--- src/rtl/prefetch_queue.sv ---
// Instruction prefetch queue: credit-limited sequential fetch, FIFO to decode,
// flush/restart on redirect. Define PREFETCH_PERF_EN to add perf counters.
module prefetch_queue #(
    parameter int                      ADDRESS_BITS = 16,
    parameter int                      DEPTH        = 4,
    parameter logic [ADDRESS_BITS-1:0] RESET_PC     = '0
) (
    input  logic                    clock,
    input  logic                    reset,
    input  logic                    redirect,
    input  logic [ADDRESS_BITS-1:0] redirect_pc,
    output logic                    mem_req,
    output logic [ADDRESS_BITS-1:0] mem_addr,
    input  logic                    mem_gnt,
    input  logic                    mem_rvalid,
    input  logic [31:0]             mem_rdata,
    output logic                    out_valid,
    input  logic                    out_ready,
    output logic [31:0]             out_instruction,
    output logic [ADDRESS_BITS-1:0] out_pc
`ifdef PREFETCH_PERF_EN
    ,
    output logic [15:0]             perf_redirects,
    output logic [15:0]             perf_starved
`endif
);
    localparam int PW = $clog2(DEPTH);
    localparam int CW = PW + 1;
    localparam logic [CW-1:0] DEPTH_C = CW'(DEPTH);
    localparam logic [ADDRESS_BITS-1:0] STEP = ADDRESS_BITS'(4);

    logic [ADDRESS_BITS-1:0] fetch_pc_q, fetch_pc_d;
    logic [ADDRESS_BITS-1:0] rsp_pc_q, rsp_pc_d;
    logic [ADDRESS_BITS-1:0] pc_mem_q [DEPTH];
    logic [31:0]             instr_mem_q [DEPTH];
    logic [PW-1:0]           rd_ptr_q, rd_ptr_d;
    logic [PW-1:0]           wr_ptr_q, wr_ptr_d;
    logic [CW-1:0]           count_q, count_d;
    logic [CW-1:0]           outst_q, outst_d;
    logic [CW-1:0]           discard_q, discard_d;
    logic [CW:0]             credit;
    logic [ADDRESS_BITS-1:0] redirect_base;
    logic                    issue, push, pop;
    logic                    unused_pc_bits;

    assign unused_pc_bits = ^redirect_pc[1:0];
    assign redirect_base  = {redirect_pc[ADDRESS_BITS-1:2], 2'b00};

    // Buffered entries plus in-flight fetches may never exceed DEPTH.
    assign credit    = {1'b0, count_q} + {1'b0, outst_q};
    assign mem_req   = ~redirect & (credit < {1'b0, DEPTH_C});
    assign mem_addr  = fetch_pc_q;
    assign out_valid = (count_q != '0) & ~redirect;

    assign out_instruction = instr_mem_q[rd_ptr_q];
    assign out_pc          = pc_mem_q[rd_ptr_q];

    assign issue = mem_req & mem_gnt;
    assign push  = mem_rvalid & (discard_q == '0) & ~redirect;
    assign pop   = out_valid & out_ready;

    always_comb begin
        fetch_pc_d = fetch_pc_q;
        rsp_pc_d   = rsp_pc_q;
        rd_ptr_d   = rd_ptr_q;
        wr_ptr_d   = wr_ptr_q;
        count_d    = count_q;
        discard_d  = discard_q;
        outst_d    = outst_q + CW'(issue) - CW'(mem_rvalid);
        if (redirect) begin
            fetch_pc_d = redirect_base;
            rsp_pc_d   = redirect_base;
            rd_ptr_d   = '0;
            wr_ptr_d   = '0;
            count_d    = '0;
            // Every fetch still in flight after this cycle is stale.
            discard_d  = outst_q - CW'(mem_rvalid);
        end else begin
            if (issue) fetch_pc_d = fetch_pc_q + STEP;
            if (push) begin
                wr_ptr_d = wr_ptr_q + PW'(1);
                rsp_pc_d = rsp_pc_q + STEP;
            end
            if (pop) rd_ptr_d = rd_ptr_q + PW'(1);
            count_d = count_q + CW'(push) - CW'(pop);
            if (mem_rvalid && discard_q != '0) begin
                discard_d = discard_q - CW'(1);
            end
        end
    end

    always_ff @(posedge clock or posedge reset) begin
        if (reset) begin
            fetch_pc_q <= RESET_PC;
            rsp_pc_q   <= RESET_PC;
            rd_ptr_q   <= '0;
            wr_ptr_q   <= '0;
            count_q    <= '0;
            outst_q    <= '0;
            discard_q  <= '0;
            for (int i = 0; i < DEPTH; i++) begin
                pc_mem_q[i]    <= RESET_PC;
                instr_mem_q[i] <= '0;
            end
        end else begin
            fetch_pc_q <= fetch_pc_d;
            rsp_pc_q   <= rsp_pc_d;
            rd_ptr_q   <= rd_ptr_d;
            wr_ptr_q   <= wr_ptr_d;
            count_q    <= count_d;
            outst_q    <= outst_d;
            discard_q  <= discard_d;
            if (push) begin
                pc_mem_q[wr_ptr_q]    <= rsp_pc_q;
                instr_mem_q[wr_ptr_q] <= mem_rdata;
            end
        end
    end

`ifdef PREFETCH_PERF_EN
    logic [15:0] perf_redirects_q, perf_starved_q;

    always_ff @(posedge clock or posedge reset) begin
        if (reset) begin
            perf_redirects_q <= '0;
            perf_starved_q   <= '0;
        end else begin
            if (redirect && perf_redirects_q != 16'hFFFF) begin
                perf_redirects_q <= perf_redirects_q + 16'd1;
            end
            if (out_ready && !out_valid && perf_starved_q != 16'hFFFF) begin
                perf_starved_q <= perf_starved_q + 16'd1;
            end
        end
    end

    assign perf_redirects = perf_redirects_q;
    assign perf_starved   = perf_starved_q;
`endif

endmodule

--- config.mk ---
export PLATFORM = sky130hd
export DESIGN_NAME = prefetch_queue
export DESIGN_NICKNAME = d
export VERILOG_FILES = /design/src/rtl/prefetch_queue.sv
export SDC_FILE = /design/constraint.sdc
export NUM_CORES = 1
export LEC_CHECK = 0
export ABC_CLOCK_PERIOD_IN_PS = 21200
export CORE_UTILIZATION = 40
export DETAILED_ROUTE_END_ITERATION = 6
export MAX_ROUTING_LAYER = met4
export PLACE_DENSITY_LB_ADDON = 0.15
export SLEW_MARGIN = 20
export SYNTH_ARGS = -nofsm -noshare
export SYNTH_HDL_FRONTEND = slang
export SYNTH_SLANG_ARGS = --single-unit
--- constraint.sdc ---
create_clock -name clock -period 21.2 [get_ports clock]
set_input_delay 4.24 -clock clock [delete_from_list [all_inputs] [get_ports clock]]
set_output_delay 4.24 -clock clock [all_outputs]
set_load 0.05 [all_outputs]
* Yosys cells after proc, flatten, opt, wreduce, memory -nomap -nowiden *
Index checks and enable logic that the tools add are counted.

cells by class
  $add $sub $neg = 11
  magnitude comparators = 4
  muxes and demuxes = 23
  bitwise operators = 9
  reduce and logical (&&, ||, !) cells = 9

operators with widths
  operator                 number
  $bwmux W128              1
  $mux W16                 7
  $mux W32                 3
  $bmux W32 S2             1
  $bwmux W64               1
  $demux W32 S2            1
  $add A16 B3 Y16 const B  2
  $bmux W16 S2             1
  $demux W16 S2            1
  $mux W3                  3
  $sub A3 B1 Y3            3
  $mux W2                  4
  $reduce_bool A2 Y1       4
  $add A3 B1 Y3            2
  $and A1 B1 Y1            6
  $ge A3 B3 Y1 const B     2
  $not A2 Y3               2
  $reduce_bool A3 Y1       2
  $add A2 B1 Y2 const B    2
  $add A3 B3 Y4            1
  $lt A4 B3 Y1 const B     1
  $logic_not A3 Y1         1
  $lt A3 B1 Y1 const B     1
  $sub A3 B1 Y3 const B    1
  2 further kinds          3

storage, ports and cells
  register bits = 237
  bits of input ports = 54
  logic and storage cells = 71

* Longest topological paths before layout *
Gate-level depths: netlist (run 1).

  depth after elaboration = 6
  mapped depth = 12

* Worst setup path after synthesis (run 1) *
Ideal clock, no wire load.

  path type = input -> output
  start = input port redirect
  end = output port out_valid
  data arrival time = 5.525 ns
  required time = 16.960 ns
  path slack = 11.435 ns
  stages = 4
  buffers on the path = 3
  cells stage by stage = clkbuf_1 > clkbuf_1 > clkbuf_1 > nor2_1

between the ends
  word-level cells in the longest chain between the ends = 2

ends and longest elaborated chain
  element        line  RTL
  from (decl)    10    input logic redirect,
  $not A1 Y1     53    assign out_valid = (count_q != '0) & ~redirect;
  $and A1 B1 Y1  53
  to (decl)      17    output logic out_valid,

Every way passes these cells.

* Final worst setup path (run 1) *
  start = input port redirect
  end = output port mem_req

between the ends
  word-level cells in the longest chain between the ends = 2

ends and longest elaborated chain
  element        line  RTL
  $not A1 Y1     51    assign mem_req = ~redirect & (credit < {1'b0, DEPTH_C});
  $and A1 B1 Y1  51
  to (decl)      12    output logic mem_req,

Every way passes these cells.

==> results.yml, run 1 <==
floorplanning:
  design.die.area_um2: 26600
  fp-row-count: 58
  core_area_um2: 25300
  die_width_um: 163
  die_y_um: 163
  floorplan.io_pins: 120
  initial_core_util_pct: 41.0
timing:
  max_freq_mhz: 98.5
  final_period_minus_worst_setup_slack_ns: 10.15
  fin_skew_ns: 0.0164
  max-slew-margin-rel_pct: 31.5
  grt_setup_unrepaired: "no"
  timing_hold_violations_final: 0
  setup_total_negative_slack_ns: 0
  setup_viol: 0
  timing.final.crit_share_pct: 47.9
  max_slew.worst_pin.slew_ns: 1.03
  final-max-slew-violation-count: 0
route:
  met3RoutedLength_um: 927
  drc_errors: 0
  post_drt_via_cell_ratio: 5.31
  drt-met1-wl_mm: 9.58
  drt_pass1_iterations: 4
  antenna_left: 0
  max_used_layer: "met4"
  detail_route.iter0.violations: 267
  wl_per_cell_um: 19.2
  routed-wl-met2_mm: 11.0
  dr_total_vias: 6075
  finalWirelength_mm: 21.9
grt:
  grt_overflow_total: 0
  grt_use_total_pct: 17.8
  grt_max_degree: 142
  wire_length_of_the_first_global_routing_pass_mm: 36.1
  number_of_antenna_violations_at_the_first_check_in_global_routing: 0
  first_global_vias: 6673
synthesis:
  most_frequently_used_flop_master_after_synthesis: "dfrtp_1"
  syn_area_um2: 10400
  postSynth.asyncResetShare_pct: 100
  synth_enable_flop_cells: 0
  ys_seq_elements: 225
  post-synth-top-area-cell: "dfrtp_1"
  synth.top_cell.area_share_pct: 54.2
  yosys_warnings: 0
  synth_sequential_area_ratio_pct: 54.2
  ys_top_cells_by_area: "dfrtp_1 (54%), mux2_2 (20%), mux4_2 (10%)"
  synth.distinct_cells: 47
  syn_inst: 692
  postSynthAreaPerCell_um2: 15.0
worst_hold_path:
  min_delay_path_depth: 1
  hold_path.startpoint: "pc_mem_q[5]"
  holdCritPathClass: "reg -> reg"
  hold-path-endpoint: "pc_mem_q[5]"
clock_network:
  htreeDepth: 1
  cts.reportedPaths.clkPinSlew_ns: 0.05
  tritoncts: "yes"
  postCtsResizedCells: 0
  cts_post_setup_buffers_inserted: 0
  maximum_buffer_depth_of_the_clock_tree: 3
  clock-sinks: 225
  cts_root_buffer: "clkbuf_16"
  insertion_delay_ns: 0.53
  cts_hold_buffers: 0
  numCtsBuffers: 26
setup_path:
  critical_path.startpoint: "redirect"
  ff2ff_setup_slack_ns: 18.32
  cp_top_family: "buffers and inverters"
  critPathMostFrequentCell: "clkdlybuf4s50_1"
  critical_path.max_fanout: 26
  worstRegToRegCells: 10
  cp_slowest_cell: "clkdlybuf4s50_1"
  cp_slowest_stage_delay_ns: 0.70
  startpoint_type: "input port"
  critical_path_arrival_ns: 5.91
  buffering_stage_count_on_the_worst_path_with_inverters_included: 4
  cp_data_required_time_ns: 16.96
  worst_setup_end_kind: "primary output"
  path_class: "in -> out"
  critical_path.reg2reg.startpoint: "outst_q[2]"
  r2r_end: "outst_q[2]"
  path_cells: "clkdlybuf4s50_1 > buf_4 > inv_1 > and3_1 > clkdlybuf4s50_1"
placed_design:
  dpl.hpwl_mm: 13.3
  dp_cells: 1099
  place_congestion: 0.807
  numPortBuffers: 113
pwr:
  total_leakage_power_nw: 5.75
  power.ir.vdd_worst_mv: 0.0990
  power_density_nw_per_um2: 136
cells_and_area:
  instances_no_fill: 1143
  area_delta_synth_final_pct: 21.4
  finalNetCount: 870
  antenna_cell_count: 0
  drive_above_1_share_pct: 35.2
status:
  run_status: "completed"
run:
  drv_cap: 0
## power breakdown
part	switching [mW]	internal [mW]
clock network	0.170	0.247
registers	0.0837	0.526
logic	0.385	0.303
total	0.638	1.08
## synthesized netlist by cell type (2+ instances only)
cell	n
o21a_1	2
nor2_1	16
inv_1	19
and3_1	3
ha_1	16
nor3_1	8
a211oi_1	2
xor2_1	9
fa_1	2
mux2_1	13
a21oi_1	7
mux2_2	185
nand2_4	4
buf_4	4
a31oi_1	2
nand2_1	7
mux2i_1	4
dfrtp_1	225
nor4_1	5
o31a_1	2
buf_2	22
mux4_2	46
and4_1	3
buf_1	4
xnor2_1	20
nand4_1	7
nand3_1	14
nand2b_1	5
o31ai_1	2
a21boi_0	3
clkbuf_1	13
o21ai_0	3
## cell usage in the layout, fill, tap and decap left out, drive strengths merged, types with 6 or more instances in the layout
cell,instances
nand2,11
ha,16
clkdlybuf4s50,113
clkbuf,36
inv,19
nand3,15
nor2,17
nand4,7
clkinv,6
dfrtp,225
xnor2,20
a21oi,7
xor2,9
nor3,8
mux4,46
mux2,198
## per-layer routing
| metal | GRT usage [%] | up-vias |
|---|---|---|
| met2 | 29.4 | 144 |
| li1 | - | 2733 |
| met5 | - | - |
| met3 | 2.62 | 36 |
| met4 | 4.59 | 0 |
| met1 | 23.0 | 3162 |
## registers in the layout, summed over array words and instances, names as in the netlist
signal	count
discard_q	3
mem_addr	14
rsp_pc_q	14
instr_mem_q	128
count_q	3
outst_q	3
rd_ptr_q	2
wr_ptr_q	2
pc_mem_q	56
## layout make-up
cell class                 count  area (µm²)
inverter                      19        78.8
timing repair buffer         118        1190
multi-input combinational    408        4490
clock buffer                  36         759
sequential                   225        5640
tap                          330         413
clock inverter                 7        41.3
fill                        2140       12700
## worst max-delay path by stage
| stage | to | slack [ns] | cells after the start |
|---|---|---|---|
| 2_1_floorplan | count_q[0] | 10.80 | 1 |
| 3_3_place_gp | mem_req | 11.05 | 5 |
| 3_5_place_dp | mem_req | 11.06 | 5 |
| 4_1_cts | mem_req | 11.05 | 5 |
| 5_1_grt | mem_req | 10.95 | 5 |
| 6_report | mem_req | 11.05 | 5 |
## stage by stage
step           power [mW]  util, %  cell area, µm²  hold WS, ns  setup WS (ns)
6_report             1.71     49.8           12600        0.487          11.05
3_5_place_dp         1.31     46.5           11800        0.479          11.06
3_3_place_gp         1.29     46.5           11800        0.469          11.05
2_1_floorplan        1.10        -           10400        0.459          10.80
5_1_grt              1.80     49.8           12600        0.503          10.95
4_1_cts              1.74     49.7           12600        0.492          11.05
## cells by family (layout without fill, tap and decap cells)
kind of cell             after synthesis  in the layout  synth area share, %
AO/OA/AOI/OAI                         25             25                 1.60
AND/OR/NAND/NOR                       84             84                 4.90
XOR/XNOR                              29             29                 2.45
buffers and inverters                 62            180                 2.65
flip-flops                           225            225                 54.2
other                                  1              4               0.0361
adder cells (fa/ha/maj)               18             18                 2.31
multiplexers                         248            248                 31.8
Power figures use the tool's default switching activity.
==> run 2, diff against run 1 <==
Settings changed: ABC_CLOCK_PERIOD_IN_PS 21200 to 10400.
Clock period 21.2 ns to 10.4 ns, I/O delays scaled along.
==> run 2 against run 1 <==
Wire length rose by 0.71%. Hold slack improved by 0.0037 ns. Clock skew fell by 0.0043 ns. Critical endpoint unchanged. Largest cell class unchanged. Largest power group unchanged. Highest routed layer unchanged.
==> results.yml, run 2 (synthesized netlist as in run 1, its figures left out) <==
placed_design:
  dp_cells: 1099
  dpl.hpwl_mm: 13.3
  place_congestion: 0.794
  numPortBuffers: 113
pwr:
  p_sw_mw: 1.30
  power.share.sequential_pct: 35.4
  comb_power_share_pct: 39.7
  power.ir.vdd_worst_mv: 0.201
  power_density_nw_per_um2: 279
  switching_share_pct: 36.9
  internal_power_mw: 2.22
  totalPowerFinal_mw: 3.52
  total_leakage_power_nw: 5.76
  part_of_the_power_in_the_clock_network_pct: 25.0
cells_and_area:
  largest_register_ff_count: 128
  instances_no_fill: 1145
  fillerInstances: 2114
  reg.largest.list: "instr_mem_q x128, pc_mem_q x56"
  finalNetCount: 868
  antenna_cell_count: 0
  drive_above_1_share_pct: 35.2
  final_common_cell: "dfrtp_1"
  area_delta_synth_final_pct: 21.4
  largest_register: "instr_mem_q"
  mostFrequentLayoutCells: "dfrtp_1 (223), mux2_2 (185), clkdlybuf4s50_1 (113)"
grt:
  number_of_antenna_violations_at_the_first_check_in_global_routing: 0
  wire_length_of_the_first_global_routing_pass_mm: 36.5
  first_global_vias: 6822
  grt_use_total_pct: 18.0
  grt_max_degree: 163
  grt_overflow_total: 0
floorplanning:
  design.die.area_um2: 26600
  die_y_um: 163
  core_area_um2: 25300
  fp-row-count: 58
  die_width_um: 163
  initial_core_util_pct: 41.0
  floorplan.io_pins: 120
route:
  drc_errors: 0
  met3RoutedLength_um: 850
  drt_pass1_iterations: 4
  finalWirelength_mm: 22.1
  post_drt_via_cell_ratio: 5.30
  routed-wl-met2_mm: 11.2
  dr_total_vias: 6071
  detail_route.iter0.violations: 272
  drt-met1-wl_mm: 9.65
  max_used_layer: "met4"
  wl_per_cell_um: 19.3
  antenna_left: 0
timing:
  timing.final.crit_share_pct: 55.9
  timing_hold_violations_final: 0
  final_period_minus_worst_setup_slack_ns: 5.82
  fin_skew_ns: 0.0121
  grt_setup_unrepaired: "no"
  max_slew.worst_pin.slew_ns: 1.03
  setup_total_negative_slack_ns: 0
  max-slew-margin-rel_pct: 31.2
  final-max-slew-violation-count: 0
  max_freq_mhz: 172
  setup_viol: 0
clock_network:
  maximum_buffer_depth_of_the_clock_tree: 3
  cts_post_setup_buffers_inserted: 0
  numCtsBuffers: 25
  insertion_delay_ns: 0.52
  cts_hold_buffers: 0
  postCtsResizedCells: 0
  cts_root_buffer: "clkbuf_16"
  cts.reportedPaths.clkPinSlew_ns: 0.06
  htreeDepth: 1
  clock-sinks: 225
  tritoncts: "yes"
setup_path:
  critical_path.max_fanout: 26
  path_class: "in -> out"
  startpoint_type: "input port"
  cp_data_required_time_ns: 8.32
  worst_setup_end_kind: "primary output"
  critical_path_arrival_ns: 3.74
run:
  drv_cap: 0
status:
  run_status: "completed"
worst_hold_path:
  holdCritPathClass: "reg -> reg"
-- run 2: cell count changes in the layout (fill, tap and decap cells not counted), sizes merged --
cell,change
clkbuf,-4
clkinvlp,-1
buf,-1
clkinv,+5
bufinv,+3
-- run 2: metal layers --
metal | GRT usage [%] | up-vias
met1 | 22.9 | 3178
met5 | - | -
met3 | 2.46 | 27
li1 | - | 2737
met4 | 3.95 | 0
met2 | 30.5 | 129
-- run 2: worst paths after layout --
check	start	end	slack [ns]	cells past startpoint
max	redirect	mem_req	4.58	5
min	pc_mem_q[21]	pc_mem_q[21]	0.49	1
max reg2reg	outst_q[2]	outst_q[2]	7.56	10
min reg2reg	pc_mem_q[21]	pc_mem_q[21]	0.49	1
max in group asynchronous	reset	instr_mem_q[99]	6.79	3
min in group asynchronous	reset	count_q[2]	2.05	2
-- run 2: layout make-up --
cell class              instances  area, µm²  share of cell area, %
flip-flops and latches        225       5640                   44.7
inverters                      19       83.8                  0.665
multi-input cells             408       4490                   35.6
well taps                     330        413                   3.28
clock buffers                  32        672                   5.33
repair buffers                117       1160                   9.21
clock inverters                14        149                   1.18
-- run 2: through the flow --
step                      cell area [µm²]  utilization, %  worst slack, ns  hold WS [ns]
final                               12600            49.8             4.58         0.490
after CTS                           12600            49.7             4.57         0.495
after floorplan                     10400               -             2.16         0.459
after global routing                12600            49.8             4.52         0.506
after detailed placement            11800            46.5             4.58         0.481
after global placement              11800            46.5             4.58         0.468
-- run 2: worst max-delay path, stage by stage --
cell and delay, ns:
clkdlybuf4s50_1 0.45, buf_4 0.27, inv_1 0.09, and3_1 0.15, clkdlybuf4s50_1 0.70
-- run 2: power by group through the flow --
stage | clock network, mW | registers [mW] | logic (mW)
floorplan | 0 | 1.20 | 1.04
global placement | 0 | 1.24 | 1.39
detailed placement | 0 | 1.26 | 1.41
CTS | 0.903 | 1.25 | 1.41
global route | 0.941 | 1.28 | 1.48
finish | 0.878 | 1.24 | 1.40
